### config.mk
export PLATFORM = sky130hd
export DESIGN_NAME = uart_rx
export DESIGN_NICKNAME = d
export VERILOG_FILES = /design/src/rtl/uart_pkg.sv /design/src/rtl/uart_rx_sync.sv /design/src/rtl/uart_rx.sv
export SDC_FILE = /design/constraint.sdc
export NUM_CORES = 1
export LEC_CHECK = 0
export ABC_CLOCK_PERIOD_IN_PS = 1950
export BUFFER_PORTS_ARGS = -buffer_cell sky130_fd_sc_hd__buf_2
export CAP_MARGIN = 10
export CORE_ASPECT_RATIO = 1.25
export CORE_MARGIN = 4
export CORE_UTILIZATION = 45
export CTS_BUF_LIST = sky130_fd_sc_hd__clkbuf_4 sky130_fd_sc_hd__clkbuf_8
export CTS_CLUSTER_DIAMETER = 30
export CTS_CLUSTER_SIZE = 16
export DETAILED_ROUTE_END_ITERATION = 8
export PLACE_DENSITY_LB_ADDON = 0.25
export SETUP_SLACK_MARGIN = 0.2
export SLEW_MARGIN = 40
export SYNTH_ARGS = -nofsm -noshare
export SYNTH_HDL_FRONTEND = slang
export SYNTH_SLANG_ARGS = --single-unit
### constraint.sdc
create_clock -name clk -period 1.95 [get_ports clk]
set_input_delay 0.39 -clock clk [delete_from_list [all_inputs] [get_ports clk]]
set_output_delay 0.39 -clock clk [all_outputs]
set_load 0.05 [all_outputs]
### src/rtl/uart_pkg.sv
// -----------------------------------------------------------------------------
// uart_pkg
// Shared definitions for the UART receiver: FSM state encoding and the
// 16x oversampling constants (ticks per bit, mid-bit sample point).
// No ports; imported by uart_rx.
// -----------------------------------------------------------------------------
package uart_pkg;

  typedef enum logic [1:0] {
    ST_IDLE  = 2'd0,
    ST_START = 2'd1,
    ST_DATA  = 2'd2,
    ST_STOP  = 2'd3
  } rx_state_e;

  localparam int unsigned OVERSAMPLE = 16;  // baudticks per bit
  localparam int unsigned MID_TICK   = 7;   // tick index of the start-bit mid-point

  localparam logic [3:0] T_MID  = 4'(MID_TICK);
  localparam logic [3:0] T_LAST = 4'(OVERSAMPLE - 1);

endpackage : uart_pkg

### src/rtl/uart_rx_sync.sv
// -----------------------------------------------------------------------------
// uart_rx_sync
// Two-flop synchronizer for the asynchronous serial input. Both flops reset
// to the line's idle level so a reset never looks like a start edge.
// Ports:
//   clk      - system clock
//   resetn   - asynchronous active-low reset
//   async_i  - asynchronous input
//   sync_o   - synchronized output (two-cycle latency)
// -----------------------------------------------------------------------------
module uart_rx_sync #(
  parameter logic RESET_VAL = 1'b1
) (
  input  logic clk,
  input  logic resetn,
  input  logic async_i,
  output logic sync_o
);

  logic meta_q;
  logic sync_q;

  // NOTE: sequential state uses non-blocking assignments so every flop samples
  // the pre-edge value; blocking here would collapse the two stages into one.
  always_ff @(posedge clk or negedge resetn) begin
    if (!resetn) begin
      meta_q <= RESET_VAL;
      sync_q <= RESET_VAL;
    end else begin
      meta_q <= async_i;
      sync_q <= meta_q;
    end
  end

  assign sync_o = sync_q;

endmodule : uart_rx_sync

### src/rtl/uart_rx.sv
// -----------------------------------------------------------------------------
// uart_rx
// 16x-oversampled UART receiver with a one-entry holding register and
// ready/valid hand-off to the consumer.
// Parameters:
//   DBIT     - data bits per frame (LSB first on the line)
//   SB_TICK  - baudticks spent in the stop bit
// Ports:
//   clk       - system clock, rising edge
//   resetn    - asynchronous active-low reset
//   baudtick  - one-cycle enable at 16x the bit rate
//   rx        - asynchronous serial line, idle high
//   rx_data   - received word, valid while rx_valid=1
//   rx_valid  - holding register full
//   rx_ready  - consumer accepts rx_data when rx_valid & rx_ready
//   frame_err - one-cycle pulse when the stop-bit sample is 0
//   overrun   - one-cycle pulse when a good frame is dropped (register full)
// -----------------------------------------------------------------------------
module uart_rx
  import uart_pkg::*;
#(
  parameter int DBIT    = 8,
  parameter int SB_TICK = 16
) (
  input  logic            clk,
  input  logic            resetn,
  input  logic            baudtick,
  input  logic            rx,
  output logic [DBIT-1:0] rx_data,
  output logic            rx_valid,
  input  logic            rx_ready,
  output logic            frame_err,
  output logic            overrun
);

  localparam int            NW          = (DBIT > 1) ? $clog2(DBIT) : 1;
  localparam logic [NW-1:0] N_LAST      = NW'(DBIT - 1);
  localparam logic [3:0]    T_STOP_LAST = 4'(SB_TICK - 1);

  logic            rx_s;
  rx_state_e       state_q;
  logic [3:0]      t_q;
  logic [NW-1:0]   n_q;
  logic [DBIT-1:0] sh_q;
  // Set once the line has been seen high in IDLE; a start edge is only
  // accepted while armed, so a held-low line (break) cannot re-trigger.
  logic            armed_q;

  logic [DBIT-1:0] rx_data_q, rx_data_d;
  logic            rx_valid_q, rx_valid_d;
  logic            frame_err_q, frame_err_d;
  logic            overrun_q, overrun_d;

  logic            stop_end;
  logic            frame_ok;
  logic            frame_bad;
  logic            accept;

  uart_rx_sync #(.RESET_VAL(1'b1)) u_sync (
    .clk     (clk),
    .resetn  (resetn),
    .async_i (rx),
    .sync_o  (rx_s)
  );

  // ---------------------------------------------------------------------------
  // Receive FSM: counters advance only on baudtick and are cleared explicitly.
  // ---------------------------------------------------------------------------
  // NOTE: the shift register is reset along with the control state so that a
  // frame abandoned by reset leaves no stale bits behind.
  always_ff @(posedge clk or negedge resetn) begin
    if (!resetn) begin
      state_q <= ST_IDLE;
      t_q     <= '0;
      n_q     <= '0;
      sh_q    <= '0;
      armed_q <= 1'b0;
    end else begin
      case (state_q)
        ST_IDLE: begin
          t_q <= '0;
          if (rx_s) begin
            armed_q <= 1'b1;
          end else if (armed_q) begin
            state_q <= ST_START;
            armed_q <= 1'b0;
          end
        end

        ST_START: begin
          if (baudtick) begin
            if (t_q == T_MID) begin
              t_q <= '0;
              if (!rx_s) begin
                state_q <= ST_DATA;
                n_q     <= '0;
              end else begin
                state_q <= ST_IDLE;  // glitch: line back high at mid-start
              end
            end else begin
              t_q <= t_q + 4'd1;
            end
          end
        end

        ST_DATA: begin
          if (baudtick) begin
            if (t_q == T_LAST) begin
              t_q  <= '0;
              sh_q <= {rx_s, sh_q[DBIT-1:1]};
              if (n_q == N_LAST) begin
                state_q <= ST_STOP;
              end else begin
                n_q <= n_q + 1'b1;
              end
            end else begin
              t_q <= t_q + 4'd1;
            end
          end
        end

        ST_STOP: begin
          if (baudtick) begin
            if (t_q == T_STOP_LAST) begin
              t_q     <= '0;
              state_q <= ST_IDLE;
            end else begin
              t_q <= t_q + 4'd1;
            end
          end
        end

        default: state_q <= ST_IDLE;
      endcase
    end
  end

  // Last stop-bit tick: the frame resolves to done or error here.
  assign stop_end  = (state_q == ST_STOP) && baudtick && (t_q == T_STOP_LAST);
  assign frame_ok  = stop_end &&  rx_s;
  assign frame_bad = stop_end && !rx_s;
  assign accept    = rx_valid_q && rx_ready;

  // ---------------------------------------------------------------------------
  // Holding register and status pulses.
  // ---------------------------------------------------------------------------
  // NOTE: every output of this block gets a default first, so no path leaves
  // a variable unassigned and no latch is inferred.
  always_comb begin
    rx_data_d   = rx_data_q;
    rx_valid_d  = rx_valid_q;
    frame_err_d = frame_bad;
    overrun_d   = 1'b0;

    if (accept) begin
      rx_valid_d = 1'b0;
    end

    if (frame_ok) begin
      // A same-cycle accept frees the slot for the new word.
      if (!rx_valid_q || rx_ready) begin
        rx_data_d  = sh_q;
        rx_valid_d = 1'b1;
      end else begin
        overrun_d = 1'b1;  // keep the unread word, drop the new one
      end
    end
  end

  always_ff @(posedge clk or negedge resetn) begin
    if (!resetn) begin
      rx_data_q   <= '0;
      rx_valid_q  <= 1'b0;
      frame_err_q <= 1'b0;
      overrun_q   <= 1'b0;
    end else begin
      rx_data_q   <= rx_data_d;
      rx_valid_q  <= rx_valid_d;
      frame_err_q <= frame_err_d;
      overrun_q   <= overrun_d;
    end
  end

  assign rx_data   = rx_data_q;
  assign rx_valid  = rx_valid_q;
  assign frame_err = frame_err_q;
  assign overrun   = overrun_q;

endmodule : uart_rx

# Word-level counts from Yosys, hierarchy flattened
# Cells that the tools add are included.
[totals]
out_inout_bits = 11
elab_cells = 76
input_bits = 5
reg_bits = 31
[op_classes]
n_reduce_logical = 16
n_eq_ne = 18
muxes = 29
addsub = 2
[op_table]
columns = ["operator", "count"]
rows = [
  ["2-bit != test (second input constant)", 11],
  ["2-bit two-way mux", 10],
  ["3-bit two-way mux", 6],
  ["4-bit two-way mux", 4],
  ["4-bit case mux with 3 select lines", 1],
  ["9-bit AND reduction", 1],
  ["2-bit case mux with 4 select lines", 1],
  ["7-bit AND reduction", 1],
  ["1-bit two-way mux", 6],
  ["3-bit case mux with 2 select lines", 1],
  ["1-bit logical AND", 5],
  ["4-bit by 1-bit adder with 4-bit output (second input constant)", 1],
  ["2-bit equality test (second input constant)", 2],
  ["4-bit by 3-bit equality test with 1-bit output (second input constant)", 1],
  ["4-bit equality test (second input constant)", 1],
  ["2-bit AND reduction", 2],
  ["3-bit by 1-bit adder with 3-bit output (second input constant)", 1],
  ["3-bit equality test (second input constant)", 1],
  ["3-bit AND reduction", 1],
  ["2-bit by 1-bit equality test with 1-bit output (second input constant)", 1],
  ["1-bit zero test", 2],
  ["2-bit zero test", 1],
  ["2-bit by 1-bit != test with 1-bit output (second input constant)", 1],
  ["2-bit nonzero test", 1],
  ["other kinds (2)", 2],
]

# Depth between registers and ports, before layout
# Gate-level depths: netlist (run 1).
[logic_depth]
depth_word = 5
depth_mapped = 6
mapped_depth_nobuf = 6

# By module
# From an unflattened synthesis (run 1), not the netlist that was laid out.
[hier_totals]
hier_cells = 109
area_unflattened_um2 = 1403.8
[by_module_without_submodules]
columns = ["module", "cells_each", "area_per_inst_um2", "instances", "seq_area_each_um2"]
rows = [
  ["uart_rx", 107, 1351.3, 1, 725.7],
  ["uart_rx_sync", 2, 52.6, 1, 52.6],
]

# Least setup slack after synthesis (run 1)
# No wires, ideal clock.
[synth_path]
path_type = "flip-flop to flip-flop"
from = "register t_q[0]"
to = "register rx_data_q[0] (netlist: rx_data[0])"
required_time_ps = 1825
setup_time_ps = 125
path_slack_ps = 249
period_less_slack_ps = 1701
stages_incl_launch_ff = 7
arrival_time_ps = 1576
path_buffers = 1
cell_sequence = "dfrtp_1 -> ha_1 -> and4_4 -> nand4_4 -> nor2b_2 -> buf_6 -> mux2_4"
[synth_via]
elab_chain_len = 4
[synth_rtl]
columns = ["item", "line_no", "source"]
rows = [
  ["start, declared", "uart_rx.sv:42", "logic [3:0] t_q;"],
  ["start signal, assigned", "uart_rx.sv:101", "t_q <= t_q + 4'd1;"],
  ["start signal, assigned", "uart_rx.sv:117", "t_q <= t_q + 4'd1;"],
  ["start signal, assigned", "uart_rx.sv:128", "t_q <= t_q + 4'd1;"],
  ["4-bit equality test", "uart_rx.sv:139", "assign stop_end = (state_q == ST_STOP) && baudtick && (t_q == T_STOP_LAST);"],
  ["1-bit logical AND", "uart_rx.sv:139", ""],
  ["1-bit logical AND", "uart_rx.sv:140", "assign frame_ok = stop_end && rx_s;"],
  ["2-bit AND reduction (no line)", "-", ""],
  ["end signal, assigned", "uart_rx.sv:177", "rx_data_q <= rx_data_d;"],
  ["end, declared", "uart_rx.sv:49", "logic [DBIT-1:0] rx_data_q, rx_data_d;"],
]
# No other way between the ends.
# A chain may end at the register's enable or synchronous reset.

# Final worst setup path (run 1)
[layout_path]
from = "register t_q[0]"
to = "register rx_data_q[7] (netlist: rx_data[7])"
# Same word-level chain as after synthesis.

==> impl_metrics.yaml, run 1 <==
timing:
  fin_crit_ns: 1.68
  drv_slew: 0
  setup_viol: 0
  post-route-period-util: 0.861
  skew_ns: 0.00431
  setup_tns_ns: 0
  grt_setup_unrepaired: "yes"
  setup_slack_ns: 0.270
  hold_violations: 0
  fmax_mhz: 595
  slew-limit-headroom: 0.553
  tightest_slew_ns: 0.670
critical_path:
  startpoint_type: "register"
  crit_path_max_fanout: 8
  cp_cell_sequence: "ha_4 -> and4_4 -> nand4_4 -> nor2b_4 -> buf_12 -> mux2_4"
  arrival_ns: 1.90
  critPathSlowestCell: "dfrtp_1"
  required_ns: 2.17
  critPathBufInv: 1
  crit_type: "register to register"
  cp_top_family: "simple AND/OR/NAND/NOR gates"
  slowest_delay_ns: 0.41
  cp-end-kind: "register"
final_layout:
  area_delta_synth_final_pct: 17.3
  layout-drive-gt1-share: 0.467
  finalInstanceArea_um2: 1710
  n_antenna_cell: 0
  num-nets-final: 142
  fin_util: 0.564
die:
  die-area_um2: 4220
  coreArea_um2: 3030
  fp-row-count: 22
  die_y_um: 71.6
  die-width_um: 58.9
  initial_core_util: 0.481
  pin_count: 16
yosys:
  ys_types: 35
  yosys.area.top_type: "dfrtp_1"
  synth_compound_area_frac: 0.0704
  synthSimpleGateAreaFrac: 0.128
  synthCells: 111
  ys_seq_area_frac: 0.534
  muxShareOfSynthArea: 0.191
  syn-num-nets: 119
  postSynthAreaPerCell_um2: 13.1
  yosys_warnings: 0
  synth_top_family_by_area: "multiplexers"
  synth_edf_count: 0
  synthArstFlopShare: 1.00
  yosys_most_used_dff: "dfrtp_1"
  ys_seq_elements: 31
  synth_area_um2: 1460
  synth_xor_area_frac: 0.00601
  synthTopCellsByArea: "dfrtp_1 50%, mux2_4 9.3%, mux2_2 7.7%"
  synth_top_area_share: 0.498
  synth_fa_ha_area_frac: 0.0258
pwr:
  swShare: 0.316
  p_comb_frac: 0.267
  leakage_nw: 0.858
  power_density_nw_per_um2: 1100
  power_switching_mw: 0.591
  total_power_mw: 1.87
  pwr-share-seq: 0.457
  p_int_mw: 1.28
  clkPwrFrac: 0.276
  irDropWorstVdd_v: 0.000764
clocking:
  cts_buffer_depth: 2
  cts_tree: "built"
  clock-root-buffer: "clkbuf_4"
  cts_max_level: 2
  clkSinkCount: 31
  clock_latency_ns: 0.33
  clk_pin_slew_worst_paths_ns: 0.10
  cts_buffers: 5
routing:
  drt_iter0_drc: 28
  routed_via_density: 5.35
  drc_errors: 0
  vias: 915
  firstDrtPassIters: 2
  ant_nets: 0
  wl_per_cell_um: 14.7
  drt_wl_total_mm: 2.52
job:
  cap_violations: 0
global_route:
  grt_usage: 0.138
  grt_pass1_wl_mm: 4.37
  antenna_found_initial: 0
  grt_pass1_vias: 911
  grt_max_degree: 32
  grt.overflow.total: 0
placed_design:
  dp_worst_setup_slack_ns: 0.0988
  place_area_um2: 1580
  hpwl_mm: 1.76
  io_buffers: 15
  globalplace.congestion: 0.802
outcome:
  outcome: "finished clean"
min_path:
  min_path_type: "input port to async pin"
[kinds of logic (layout without fill, tap and decap cells)]
family,Yosys count,count (layout)
AOI/OAI and AO/OA,13,13
xor gates and xnor gates,1,1
adders and majority gates,3,3
buffers and inverters,12,36
DFF,31,31
muxes,22,22
and+or+nand+nor,29,29
[layer usage]
metal,part of all wire,global-route usage,vias to the layer above
li1,-,-,438
met4,0.025,0.0680,0
met3,0.048,0.0486,8
met2,0.46,0.201,16
met1,0.47,0.180,453
met5,0,0,-
[cells in the mapped netlist, types with 2 or more instances]
cell type and instances:
dfrtp_1 29, mux2_2 10, mux2_4 9, nor2_1 8, inv_1 6, nand2_1 6
nand3_1 4, a21oi_1 3, buf_4 3, ha_1 3, mux2i_1 3, dfstp_2 2
nand2b_1 2, o21ai_0 2
[flip-flops by register name, summed over array words and instances (netlist names), named ones only]
| register | flops |
|---|---|
| armed_q | 1 |
| n_q | 3 |
| u_sync.sync_o | 1 |
| rx_data | 8 |
| overrun | 1 |
| t_q | 4 |
| frame_err | 1 |
| rx_valid | 1 |
| state_q | 1 |
| u_sync.meta_q | 1 |
| sh_q | 8 |
[layout by cell type, fill, tap and decap left out, types with 2 or more instances in the layout]
master	synthesis	routed
dfrtp_1	29	27
buf_2	1	15
mux2_2	10	10
mux2_4	9	9
nor2_1	8	8
nand2_1	6	6
inv_1	6	6
buf_4	3	6
clkbuf_4	0	5
nand3_1	4	4
mux2i_1	3	3
a21oi_1	3	3
nand2b_1	2	2
o21ai_0	2	2
dfrtp_2	0	2
dfstp_2	2	2
[final timing paths]
| path | cells after the start | slack (ns) | to | start |
|---|---|---|---|---|
| max reg2reg | 6 | 0.27 | rx_data[7]$_DFFE_PN0P_ | t_q[0]$_DFFE_PN0P_ |
| max in group asynchronous | 1 | 1.40 | t_q[2]$_DFFE_PN0P_ | resetn |
| min reg2reg | 0 | 0.36 | u_sync.sync_o$_DFF_PN1_ | u_sync.meta_q$_DFF_PN1_ |
| min in group clk | 1 | 0.15 | u_sync.meta_q$_DFF_PN1_ | rx |
| min | 1 | 0.09 | async pin | resetn |
| max | 6 | 0.27 | rx_data[7]$_DFFE_PN0P_ | t_q[0]$_DFFE_PN0P_ |
[through the flow]
step,hold slack (ns),instances
global route,0.115,171
CTS,0.0999,169
finish,0.0866,171
detailed placement,0.349,160
floorplan,0.0944,111
global placement,0.346,160
[what timing repair did]
item	CTS	global route
setup endpoints to repair	16	12
hold buffers	0	0
resized for setup	2	4
pin swaps	0	2
hold endpoints to repair	0	0
buffers inserted	1	2
[final cells by class]
| type | count | area, µm² |
|---|---|---|
| Fill cell | 257 | 1320 |
| Sequential cell | 31 | 781 |
| Multi-Input combinational cell | 68 | 633 |
| Timing Repair Buffer | 22 | 140 |
| Clock buffer | 6 | 51.3 |
| Tap cell | 36 | 45.0 |
| Clock inverter | 2 | 35.0 |
| Inverter | 6 | 22.5 |
[power groups by stage]
| stage | clock [mW] | combinational (mW) | sequential [mW] |
|---|---|---|---|
| after global placement | 0 | 0.413 | 0.854 |
| after global routing | 0.574 | 0.555 | 0.869 |
| after floorplan | 0 | 0.401 | 0.789 |
| after detailed placement | 0 | 0.422 | 0.861 |
| final | 0.516 | 0.500 | 0.854 |
| after CTS | 0.537 | 0.464 | 0.850 |
[worst reg2reg max path: stages, from the launching register on]
cell,delay (ns)
dfrtp_1,0.41
ha_4,0.19
and4_4,0.25
nand4_4,0.13
nor2b_4,0.15
buf_12,0.14
mux2_4,0.30
(Power assumes the default switching activity.)
==> inputs of run 2 (changes only) <==
CELL_PAD_IN_SITES_DETAIL_PLACEMENT = 0   (was unset)
CELL_PAD_IN_SITES_GLOBAL_PLACEMENT = 1   (was unset)
CORE_MARGIN = 2   (was 4)
GPL_ROUTABILITY_DRIVEN = 0   (was unset)
==> run 2 against run 1 <==
- global-route usage grew 2.2 points
- die area fell by 12%
- critical path depth is the same
- fmax rose by 0.13%
- non-clock buffer count is 1 higher
- cell area grew 2.2%
- clock skew rose by 0.0045 ns
- critical endpoint is now rx_data[3]$_DFFE_PN0P_
- highest routed layer unchanged
- first-iteration DRC count is 57% lower
==> impl_metrics.yaml, run 2 (synthesis gave the netlist of run 1 again) <==
outcome:
  outcome: "finished clean"
timing:
  slew-limit-headroom: 0.556
  drv_slew: 0
  fmax_mhz: 596
  tightest_slew_ns: 0.666
  setup_viol: 0
  skew_ns: 0.00880
  setup_slack_ns: 0.272
  grt_setup_unrepaired: "no"
  setup_tns_ns: 0
  post-route-period-util: 0.860
  hold_violations: 0
  fin_crit_ns: 1.68
die:
  pin_count: 16
  coreArea_um2: 3140
  die_y_um: 67.6
  die-area_um2: 3710
  die-width_um: 54.9
  initial_core_util: 0.464
  fp-row-count: 23
clocking:
  cts_tree: "built"
  cts_max_level: 2
  cts.hold.buffers_added: 0
  clk_pin_slew_worst_paths_ns: 0.07
  clock_latency_ns: 0.28
  cts_buffer_depth: 2
  clkSinkCount: 31
  cts_buffers: 5
  clock-root-buffer: "clkbuf_8"
placed_design:
  place_area_um2: 1590
  io_buffers: 15
  dp_worst_setup_slack_ns: 0.114
  hpwl_mm: 1.68
final_layout:
  final_cell_mix: "26 x dfrtp_1, 15 x buf_2, 10 x mux2_2"
  finalInstanceArea_um2: 1750
  n_antenna_cell: 0
  final_common_cell: "dfrtp_1"
  num-nets-final: 143
  layout-drive-gt1-share: 0.471
  area_delta_synth_final_pct: 19.8
  fin_util: 0.556
critical_path:
  crit_path_max_fanout: 8
  startpoint_type: "register"
  crit_type: "register to register"
  arrival_ns: 1.84
  rr_startpoint: "t_q[0]$_DFFE_PN0P_"
  critPathBufInv: 1
  startpoint: "t_q[0]$_DFFE_PN0P_"
  cp-end-kind: "register"
  cp_top_family: "simple AND/OR/NAND/NOR gates"
  required_ns: 2.11
  cp_cell_sequence: "ha_4 -> and4_4 -> nand4_4 -> nor2b_4 -> buf_12 -> mux2_4"
  critPathSlowestCell: "dfrtp_2"
  slowest_delay_ns: 0.41
routing:
  drt_wl_total_mm: 2.52
  drt_iter0_drc: 12
  routed_via_density: 5.31
  wl_per_cell_um: 14.6
  vias: 918
  drc_errors: 0
  firstDrtPassIters: 4
  ant_nets: 0
job:
  cap_violations: 0
global_route:
  grt_pass1_wl_mm: 4.12
  grt.overflow.total: 0
  grt_max_degree: 32
  antenna_found_initial: 0
  grt_usage: 0.160
  grt_pass1_vias: 891
pwr:
  swShare: 0.315
  irDropWorstVdd_v: 0.000743
  p_int_mw: 1.33
  p_comb_frac: 0.270
  total_power_mw: 1.94
  clkPwrFrac: 0.291
  power_density_nw_per_um2: 1110
  pwr-share-seq: 0.439
  power_switching_mw: 0.610
  leakage_nw: 0.874
min_path:
  min_path_type: "input port to async pin"
run 2: power groups by stage:
stage / combinational, mW / sequential (mW) / clock (mW)
detailed placement: 0.438 / 0.845 / 0
floorplan: 0.401 / 0.789 / 0
global placement: 0.426 / 0.849 / 0
global route: 0.582 / 0.866 / 0.607
CTS: 0.460 / 0.847 / 0.586
finish: 0.522 / 0.850 / 0.563
run 2: layer usage:
metal,track usage,vias to the layer above,part of all wire
li1,-,442,-
met1,0.206,455,0.47
met4,0.0656,0,0.018
met5,0,-,0
met2,0.235,15,0.47
met3,0.0664,6,0.038
run 2: worst paths after layout:
| kind | end | depth (start not counted) | slack [ns] |
|---|---|---|---|
| max in group asynchronous | t_q[1]$_DFFE_PN0P_ | 1 | 1.35 |
| worst min register to register | u_sync.sync_o$_DFF_PN1_ | 0 | 0.36 |
| worst min-delay path | n_q[0]$_DFFE_PN0P_ | 1 | 0.13 |
| worst max-delay path | rx_data[3]$_DFFE_PN0P_ | 6 | 0.27 |
| min in group clk | u_sync.meta_q$_DFF_PN1_ | 1 | 0.21 |
| worst max register to register | rx_data[3]$_DFFE_PN0P_ | 6 | 0.27 |
run 2: per-stage QoR:
step / instances / hold WS (ns)
global route: 173 / 0.192
detailed placement: 161 / 0.352
CTS: 169 / 0.163
floorplan: 111 / 0.0944
finish: 173 / 0.133
global placement: 161 / 0.348
run 2: timing repair:
action                     4_1_cts  5_1_grt
setup buffers                    0        4
setup endpoints to repair        9        9
hold endpoints to repair         0        0
resized for setup                3        3
run 2: area by class of cell:
cell class | instances | area (µm²)
Tap cell | 37 | 46.3
Fill cell | 279 | 1390
Inverter | 6 | 22.5
Multi-Input combinational cell | 68 | 631
Sequential cell | 31 | 782
Timing Repair Buffer | 23 | 160
Clock buffer | 8 | 104
==> inputs of run 3 (changes only) <==
GPL_TIMING_DRIVEN = 0   (was unset)
REMOVE_ABC_BUFFERS = 1   (was unset)
==> run 3 against run 2 <==
- clock skew decreased by 0.0022 ns
- cell area is 0.50% lower
- fmax is 0.86% lower
- power up 0.82%
- register-to-register slack is essentially flat
- non-clock buffer count down 3
- clock-buffer cell count shrank 2
- combinational power is 20% lower
- first-iteration DRC count rose by 110%
==> impl_metrics.yaml, run 3 (synthesis gave the netlist of run 1 again) <==
outcome:
  outcome: "finished clean"
pwr:
  leakage_nw: 0.867
  power_density_nw_per_um2: 1120
  irDropWorstVdd_v: 0.000829
critical_path:
  required_ns: 2.11
  crit_type: "register to register"
  startpoint_type: "register"
  crit_path_max_fanout: 8
  cp_cell_sequence: "ha_4 -> and4_4 -> nand4_4 -> nor2b_4 -> buf_12 -> mux2_4"
  slowest_delay_ns: 0.42
  cp_top_family: "simple AND/OR/NAND/NOR gates"
  critPathSlowestCell: "dfrtp_1"
  cp-end-kind: "register"
  arrival_ns: 1.86
  critPathBufInv: 1
final_layout:
  area_delta_synth_final_pct: 19.2
  num-nets-final: 140
  final_cell_mix: "26 x dfrtp_1, 15 x buf_2, 10 x mux2_2"
  final_common_cell: "dfrtp_1"
  n_antenna_cell: 0
  fill_cells: 286
  layout-drive-gt1-share: 0.459
die:
  die_y_um: 67.6
  pin_count: 16
  die-width_um: 54.9
  initial_core_util: 0.464
  die-area_um2: 3710
  coreArea_um2: 3140
  fp-row-count: 23
global_route:
  grt_pass1_wl_mm: 3.82
  antenna_found_initial: 0
  grt_pass1_vias: 843
  grt_max_degree: 32
  grt_usage: 0.152
  grt.overflow.total: 0
timing:
  skew_ns: 0.00660
  fmax_mhz: 591
  grt_setup_unrepaired: "yes"
  tightest_slew_ns: 0.672
  hold_violations: 0
  setup_viol: 0
  post-route-period-util: 0.868
  fin_crit_ns: 1.69
  drv_slew: 0
  slew-limit-headroom: 0.552
  setup_tns_ns: 0
  whs_ns: 0.139
placed_design:
  io_buffers: 15
  hpwl_mm: 1.57
routing:
  firstDrtPassIters: 4
  drt_wl_total_mm: 2.37
  drt_iter0_drc: 25
  drc_errors: 0
  vias: 901
  ant_nets: 0
  wl_per_cell_um: 13.9
  routed_via_density: 5.30
clocking:
  cts_max_level: 2
  clk_pin_slew_worst_paths_ns: 0.06
  cts_buffers: 5
  clkSinkCount: 31
  cts_buffer_depth: 2
  clock-root-buffer: "clkbuf_8"
  clock_latency_ns: 0.28
  cts_tree: "built"
min_path:
  min_path_type: "input port to async pin"
job:
  cap_violations: 0
[run 3: changes by cell type in the layout (fill, tap and decap cells not counted)]
cell	before	now
clkbuf_8	7	6
clkbuf_4	1	0
buf_4	6	3
clkinv_2	0	1
bufinv_16	0	1
[run 3: power by group]
group	leakage, nW	switching (mW)	total, mW	internal, mW
combinational	0.397	0.199	0.415	0.215
clock	0.0612	0.231	0.644	0.413
sequential	0.408	0.159	0.893	0.735
total	0.867	0.589	1.95	1.36
[run 3: through the flow]
stage               instance area, µm²  utilization  power [mW]  std cells  worst slack (ns)
finish                            1740        0.554        1.95        170             0.258
global route                      1740        0.554        2.07        170             0.190
CTS                               1710        0.544        1.96        168             0.202
detailed placement                1540        0.489        1.25        157            -0.159
global placement                  1540        0.489        1.23        157            -0.132
floorplan                         1410            -        1.15        105            0.0677
[run 3: final cells by class]
class / instances / area (µm²) / share of cell area
Clock buffer: 6 / 82.6 / 0.0476
Clock inverter: 2 / 35.0 / 0.0202
Inverter: 6 / 22.5 / 0.0130
Multi-Input combinational cell: 68 / 631 / 0.363
Sequential cell: 31 / 782 / 0.450
Tap cell: 37 / 46.3 / 0.0267
Timing Repair Buffer: 20 / 138 / 0.0793
[run 3: final timing paths]
check | to | cells after the start | startpoint | slack [ns]
setup / recovery | rx_data[7]$_DFFE_PN0P_ | 6 | t_q[1]$_DFFE_PN0P_ | 0.26
hold / removal | t_q[0]$_DFFE_PN0P_ | 1 | resetn | 0.14
setup reg to reg | rx_data[7]$_DFFE_PN0P_ | 6 | t_q[1]$_DFFE_PN0P_ | 0.26
hold reg to reg | u_sync.sync_o$_DFF_PN1_ | 0 | u_sync.meta_q$_DFF_PN1_ | 0.36
max in group asynchronous | state_q[0]$_DFFE_PN0P_ | 1 | resetn | 1.34
min in group clk | u_sync.meta_q$_DFF_PN1_ | 1 | rx | 0.21
[run 3: repair_timing]
action	in CTS	in global routing
buffers inserted	3	2
hold buffers	0	0
endpoints found under the setup margin	17	18
pin swaps	0	2
resized for setup	4	2
[run 3: metal layers]
layer,vias up,wire length (µm),global-route usage
met5,-,0,0
met4,0,68,0.0938
met3,6,139,0.0664
met2,22,1120,0.220
met1,445,1040,0.182
li1,428,-,-
